**src/rtl/torus_pkg.sv**
```systemverilog
// ============================================================================
// Module  : torus_pkg
// Brief   : Shared types and defaults for the torus systolic array sequencer.
// Revision: 1.0 - initial release
// ============================================================================
`default_nettype none

package torus_pkg;

  localparam int N_DEF       = 4;
  localparam int K_WIDTH_DEF = 8;

  typedef enum logic [2:0] {
    ST_IDLE  = 3'd0,
    ST_CLEAR = 3'd1,
    ST_FEED  = 3'd2,
    ST_FLUSH = 3'd3,
    ST_DRAIN = 3'd4,
    ST_DONE  = 3'd5
  } ctrl_state_e;

  // Feed counter width: wide enough for K + N - 2 at the largest K.
  function automatic int cnt_width(input int kw, input int n);
    return kw + $clog2(n);
  endfunction

  localparam int CNT_W_DEF = cnt_width(K_WIDTH_DEF, N_DEF);

endpackage

`default_nettype wire

```
**src/rtl/torus_skew_gen.sv**
```systemverilog
// ============================================================================
// Module  : torus_skew_gen
// Brief   : Diagonal skew enables: lane i is active while i <= c < i + K.
// Revision: 1.0 - initial release
// ============================================================================
`default_nettype none

module torus_skew_gen
  import torus_pkg::*;
#(
  parameter int N_P       = N_DEF,
  parameter int K_WIDTH_P = K_WIDTH_DEF
) (
  input  logic                                 i_act,
  input  logic [cnt_width(K_WIDTH_P, N_P)-1:0] i_cnt,
  input  logic [K_WIDTH_P-1:0]                 i_k,
  output logic [N_P-1:0]                       o_en
);

  localparam int CW = cnt_width(K_WIDTH_P, N_P);
  localparam int XW = CW + 1;

  logic [XW-1:0] w_cnt_x;
  logic [XW-1:0] w_k_x;

  assign w_cnt_x = {1'b0, i_cnt};
  assign w_k_x   = {{(XW - K_WIDTH_P){1'b0}}, i_k};

  for (genvar i = 0; i < N_P; i++) begin : g_lane
    logic [XW-1:0] w_lo;
    logic [XW-1:0] w_hi;
    assign w_lo    = XW'(i);
    assign w_hi    = XW'(i) + w_k_x;
    assign o_en[i] = i_act & (w_cnt_x >= w_lo) & (w_cnt_x < w_hi);
  end

endmodule

`default_nettype wire

```
**src/rtl/torus_array_ctrl.sv**
```systemverilog
// ============================================================================
// Module  : torus_array_ctrl
// Brief   : Command sequencer for an N_P x N_P torus systolic array:
//           clear, skewed feed, flush, and row drain with backpressure.
//           Optional perf counters under `TORUS_CTRL_PERF_EN.
// Revision: 1.0 - initial release
// ============================================================================
`default_nettype none

module torus_array_ctrl
  import torus_pkg::*;
#(
  parameter int N_P       = N_DEF,
  parameter int K_WIDTH_P = K_WIDTH_DEF
) (
  input  logic                                 clk_i,
  input  logic                                 reset_n,
  input  logic                                 cmd_v_i,
  input  logic [K_WIDTH_P-1:0]                 cmd_k_i,
  output logic                                 cmd_ready_o,
  output logic                                 psum_clear_o,
  output logic [N_P-1:0]                       feed_row_en_o,
  output logic [N_P-1:0]                       feed_col_en_o,
  output logic [K_WIDTH_P+$clog2(N_P)-1:0]     feed_idx_o,
  output logic                                 drain_v_o,
  output logic [$clog2(N_P)-1:0]               drain_row_o,
  input  logic                                 drain_ready_i,
  output logic                                 busy_o,
  output logic                                 done_o
`ifdef TORUS_CTRL_PERF_EN
  ,
  output logic [31:0]                          perf_cycles_o,
  output logic [31:0]                          perf_stall_o
`endif
);

  localparam int RW = $clog2(N_P);
  localparam int CW = cnt_width(K_WIDTH_P, N_P);
  localparam int XW = CW + 1;

  ctrl_state_e          r_state;
  ctrl_state_e          w_state_nxt;
  logic [CW-1:0]        r_cnt;
  logic [RW-1:0]        r_row;
  logic [K_WIDTH_P-1:0] r_k;

  logic                 w_accept;
  logic                 w_feed_act;
  logic                 w_feed_last;
  logic                 w_flush_last;
  logic                 w_drain_fire;
  logic                 w_drain_last;
  logic [N_P-1:0]       w_en;
  logic [XW-1:0]        w_feed_end;

  assign w_accept     = cmd_v_i & (r_state == ST_IDLE);
  assign w_feed_end   = {{(XW - K_WIDTH_P){1'b0}}, r_k} + XW'(N_P - 2);
  assign w_feed_last  = ({1'b0, r_cnt} == w_feed_end);
  assign w_flush_last = (r_cnt == CW'(N_P - 1));
  assign w_drain_fire = (r_state == ST_DRAIN) & drain_ready_i;
  assign w_drain_last = w_drain_fire & (r_row == RW'(N_P - 1));

  always_ff @(posedge clk_i or negedge reset_n) begin
    if (!reset_n) begin
      r_state <= ST_IDLE;
    end else begin
      r_state <= w_state_nxt;
    end
  end

  always_comb begin
    w_state_nxt  = r_state;
    cmd_ready_o  = 1'b0;
    psum_clear_o = 1'b0;
    w_feed_act   = 1'b0;
    drain_v_o    = 1'b0;
    busy_o       = 1'b1;
    done_o       = 1'b0;
    case (r_state)
      ST_IDLE: begin
        cmd_ready_o = 1'b1;
        busy_o      = 1'b0;
        if (cmd_v_i) w_state_nxt = ST_CLEAR;
      end
      ST_CLEAR: begin
        psum_clear_o = 1'b1;
        w_state_nxt  = (r_k == '0) ? ST_DRAIN : ST_FEED;
      end
      ST_FEED: begin
        w_feed_act = 1'b1;
        if (w_feed_last) w_state_nxt = ST_FLUSH;
      end
      ST_FLUSH: begin
        if (w_flush_last) w_state_nxt = ST_DRAIN;
      end
      ST_DRAIN: begin
        drain_v_o = 1'b1;
        if (w_drain_last) w_state_nxt = ST_DONE;
      end
      ST_DONE: begin
        done_o      = 1'b1;
        w_state_nxt = ST_IDLE;
      end
      default: begin
        w_state_nxt = ST_IDLE;
      end
    endcase
  end

  // One counter serves both FEED (cycle index c) and FLUSH; restarts on every state change.
  always_ff @(posedge clk_i or negedge reset_n) begin
    if (!reset_n) begin
      r_cnt <= '0;
    end else if (w_state_nxt != r_state) begin
      r_cnt <= '0;
    end else if ((r_state == ST_FEED) || (r_state == ST_FLUSH)) begin
      r_cnt <= r_cnt + 1'b1;
    end else begin
      r_cnt <= '0;
    end
  end

  always_ff @(posedge clk_i or negedge reset_n) begin
    if (!reset_n) begin
      r_row <= '0;
      r_k   <= '0;
    end else begin
      if (w_accept) begin
        r_k   <= cmd_k_i;
        r_row <= '0;
      end else if (w_drain_last) begin
        r_row <= '0;
      end else if (w_drain_fire) begin
        r_row <= r_row + 1'b1;
      end
    end
  end

  torus_skew_gen #(
    .N_P       (N_P),
    .K_WIDTH_P (K_WIDTH_P)
  ) u_skew (
    .i_act (w_feed_act),
    .i_cnt (r_cnt),
    .i_k   (r_k),
    .o_en  (w_en)
  );

  assign feed_row_en_o = w_en;
  assign feed_col_en_o = w_en;
  assign feed_idx_o    = w_feed_act ? r_cnt : '0;
  assign drain_row_o   = r_row;

`ifdef TORUS_CTRL_PERF_EN
  logic [31:0] r_perf_cycles;
  logic [31:0] r_perf_stall;

  // Counting every non-IDLE cycle covers CLEAR through DONE inclusive.
  always_ff @(posedge clk_i or negedge reset_n) begin
    if (!reset_n) begin
      r_perf_cycles <= '0;
      r_perf_stall  <= '0;
    end else if (w_accept) begin
      r_perf_cycles <= '0;
      r_perf_stall  <= '0;
    end else if (r_state != ST_IDLE) begin
      r_perf_cycles <= r_perf_cycles + 32'd1;
      if ((r_state == ST_DRAIN) && !drain_ready_i) begin
        r_perf_stall <= r_perf_stall + 32'd1;
      end
    end
  end

  assign perf_cycles_o = r_perf_cycles;
  assign perf_stall_o  = r_perf_stall;
`endif

endmodule

`default_nettype wire
```
**config.mk**
```make
export PLATFORM = sky130hd
export DESIGN_NAME = torus_array_ctrl
export DESIGN_NICKNAME = d
export VERILOG_FILES = /design/src/rtl/torus_pkg.sv /design/src/rtl/torus_skew_gen.sv /design/src/rtl/torus_array_ctrl.sv
export SDC_FILE = /design/constraint.sdc
export NUM_CORES = 1
export LEC_CHECK = 0
export CAP_MARGIN = 20
export CORE_AREA = 2 2 63 71
export CTS_CLUSTER_SIZE = 10
export DETAILED_ROUTE_END_ITERATION = 10
export DIE_AREA = 0 0 65 73
export PLACE_DENSITY_LB_ADDON = 0.1
export SLEW_MARGIN = 20
export SYNTH_ARGS = -nofsm -noshare
export SYNTH_HDL_FRONTEND = slang
export SYNTH_SLANG_ARGS = --single-unit
```
**constraint.sdc**
```tcl
create_clock -name clk_i -period 3.4 [get_ports clk_i]
set_input_delay 0.34 -clock clk_i [delete_from_list [all_inputs] [get_ports clk_i]]
set_output_delay 0.34 -clock clk_i [all_outputs]
set_load 0.1 [all_outputs]
```
==> key figures <==
Global routing
  • Largest net degree at the start of global routing: 24
  • Global-route wire length before repair: ~8800 um
  • Initial antenna violation count: 0
  • Vias in the first global route: around 1800
  • Total track usage: around 24%
  • GR Overflow Total: 0

Synth
  • Synthesized area: 2330 sq um
  • Ys async rst share: between 90% and 100%
  • Yosys top cell by area: dfrtp_1
  • Cell with the most instances after synthesis: ha_1
  • Dominant cells by area after synthesis: dfrtp_1, ha_1, xnor2_1, o21ai_0, nor2_1
  • Synth top area share: 24.7%
  • Flops & latches, synth: 23
  • Post-synth EDFFs: 0
  • Post-synth top cells: ha_1, nor2_1, dfrtp_1
  • Average size of a mapped cell: around 8.6 sq um
  • Main synth FF type: dfrtp_1
  • Number of distinct library cells after synthesis: between 40 and 50
  • Synth warnings: 0
  • Gate Count Post-Synth: between 200 and 300
  • Seq/Total Area, Yosys: between 20% and 30%
  • Syn Nets: 325

Worst setup path
  • CP Data Arrival Time: about 2800 ps
  • Worst endpoint required time: 3060 ps
  • Crit Path Max Fanout: 6
  • Critical Path Start Type: flip-flop
  • FF-to-FF End: r_cnt[1]
  • Crit path kind: reg -> out
  • FF-to-FF setup slack: 850 ps
  • R2r startpoint: r_k[4]
  • Crit path capture type: primary output
  • R2r worst-path depth: 9

STA
  • Setup TNS: 0 ps
  • Final setup fails: 0
  • Crit share post-route: approximately 92%
  • Post-layout minimum cycle time: 3130 ps
  • Clock Skew: between 3 and 4 ps
  • Unrepaired setup endpoints after global routing: no
  • Rel. slew slack: between 30 and 40%
  • Max-slew violation count: 0
  • Final Hold Viols: 0
  • Fmax: roughly 320 MHz
  • Worst Tran Pin Value: around 960 ps

Clock network
  • Clk sinks: 23
  • CTS root buffer: clkbuf_8
  • TritonCTS clock tree: yes
  • Clk slew on worst S/H paths: 90 ps
  • Total CTS buffers: 3
  • Worst-case clock buffer depth: 2
  • Post-CTS sizing: 0
  • Post-CTS Setup Repair Bufs: 0
  • Clock insertion delay at the later pin of the skew report: approximately 270 ps
  • H-tree Lvls: 1
  • Hold buffers post-CTS: 0

Detailed routing
  • Number of DRC markers in iteration 0: 141
  • Avg WL per Cell: 14.6 um
  • Detailed Route WL: between 5000 and 6000 um
  • DRT Pass-1 Iters: 4
  • Post-route DRC: 0
  • Vias per cell: ~5.7
  • Via Count: roughly 2000
  • Final antenna-violating net count: 0

Finish
  • Nets: about 360
  • Area of the multi-input gates: 1650 sq um
  • Register area: around 580 sq um
  • Ant diodes: 0
  • Filler Cell Count: 342
  • Synth-to-Final Area Change: 19.8%
  • Share of layout cells above drive strength 1: 11.9%

Run status
  • Status: complete, no violations

Floorplan
  • Die W: 65 um
  • Die area: 4750 sq um
  • I/O pin count: 37
  • Num rows: 25
  • Core area: roughly 4100 sq um
  • Die H: approximately 73 um
  • Initial Utilization: a little under three fifths

Min path
  • Hold Path Class: in -> async

Place
  • HPWL after DPL: a little over 4000 um
  • Placer Congestion: ~0.95
  • Port bufs: 36

Run
  • Max-cap violation count: 0
==> cells by family (layout without fill, tap and decap cells) <==
family,Yosys count,count (layout),share of synthesized area (%)
AND/OR/NAND/NOR,106,106,25.0
XOR/XNOR,25,25,9.40
AO/OA/AOI/OAI,48,48,13.2
flip-flops,23,23,24.7
adder cells (fa/ha/maj),42,42,22.6
buffers and inverters,27,59,5.16
==> how the worst max path moves through the flow <==
| stage | startpoint | endpoint | slack, ps | cells past startpoint |
|---|---|---|---|---|
| after global placement | r_k[4] | feed_row_en_o[3] | 610 | 11 |
| final | r_k[4] | feed_row_en_o[3] | 270 | 11 |
| after CTS | r_k[4] | feed_row_en_o[3] | 270 | 11 |
| after global routing | r_k[4] | feed_row_en_o[3] | 40 | 11 |
| after detailed placement | r_k[4] | feed_row_en_o[3] | 600 | 11 |
| after floorplan | r_k[4] | feed_row_en_o[3] | 80 | 11 |
==> per-stage QoR <==
stage | util (%) | hold WS (ps) | instances | setup slack (ps) | instance area [sq um]
floorplan | - | 44.4 | 271 | 79.1 | 2340
global placement | 67.1 | 517 | 353 | 607 | 2750
detailed placement | 67.0 | 355 | 353 | 605 | 2750
CTS | 68.1 | 53.4 | 357 | 274 | 2790
global route | 68.1 | 78.5 | 357 | 43.5 | 2790
finish | 68.1 | 38.1 | 357 | 269 | 2790
==> cells in the final DEF, fill, tap and decap left out, types with 2 or more instances in the layout <==
cell type,instances
and3_1,2
o21bai_1,2
xnor2_1,17
dfrtp_1,23
nor2b_1,8
a22o_1,2
clkdlybuf4s50_1,14
a21oi_1,13
nor2_1,24
buf_12,6
nand2_1,16
nor4b_1,2
nand4_1,7
xor2_1,8
o211a_1,2
o21ai_0,18
ha_1,42
clkbuf_8,3
nor3_1,2
nand2b_1,2
nand3_1,16
or4_4,2
inv_1,15
and2_1,11
buf_4,17
or3_1,5
==> per-layer routing <==
metal,part of all wire (%),track usage (%)
met1,44,32.2
met2,49,39.4
met3,4.3,2.93
met4,3.2,10.6
met5,0,0
==> final cells by class <==
| class | instances | area share [%] |
|---|---|---|
| well taps | 54 | 2.42 |
| repair buffers | 38 | 14.1 |
| multi-input cells | 221 | 59.0 |
| flip-flops and latches | 23 | 20.6 |
| clock buffers | 4 | 1.61 |
| inverters | 17 | 2.29 |
==> worst max-delay path: stages (launching register included) <==
cell and delay, ps:
dfrtp_1 440, inv_1 160, nor2_1 290, nand3_1 140
nor2_1 140, xnor2_1 140, ha_1 270, a21o_1 190
a21oi_1 150, o31ai_1 120, nor3_4 240, buf_12 220
==> flip-flops by register name, indices dropped and copies added (netlist names) <==
signal	cells
drain_row_o	2
r_cnt	10
r_k	8
r_state	3
Power is left out: the tool's default activity adds up to more than one toggle a clock period on the data nets, which glitch-free logic cannot reach.
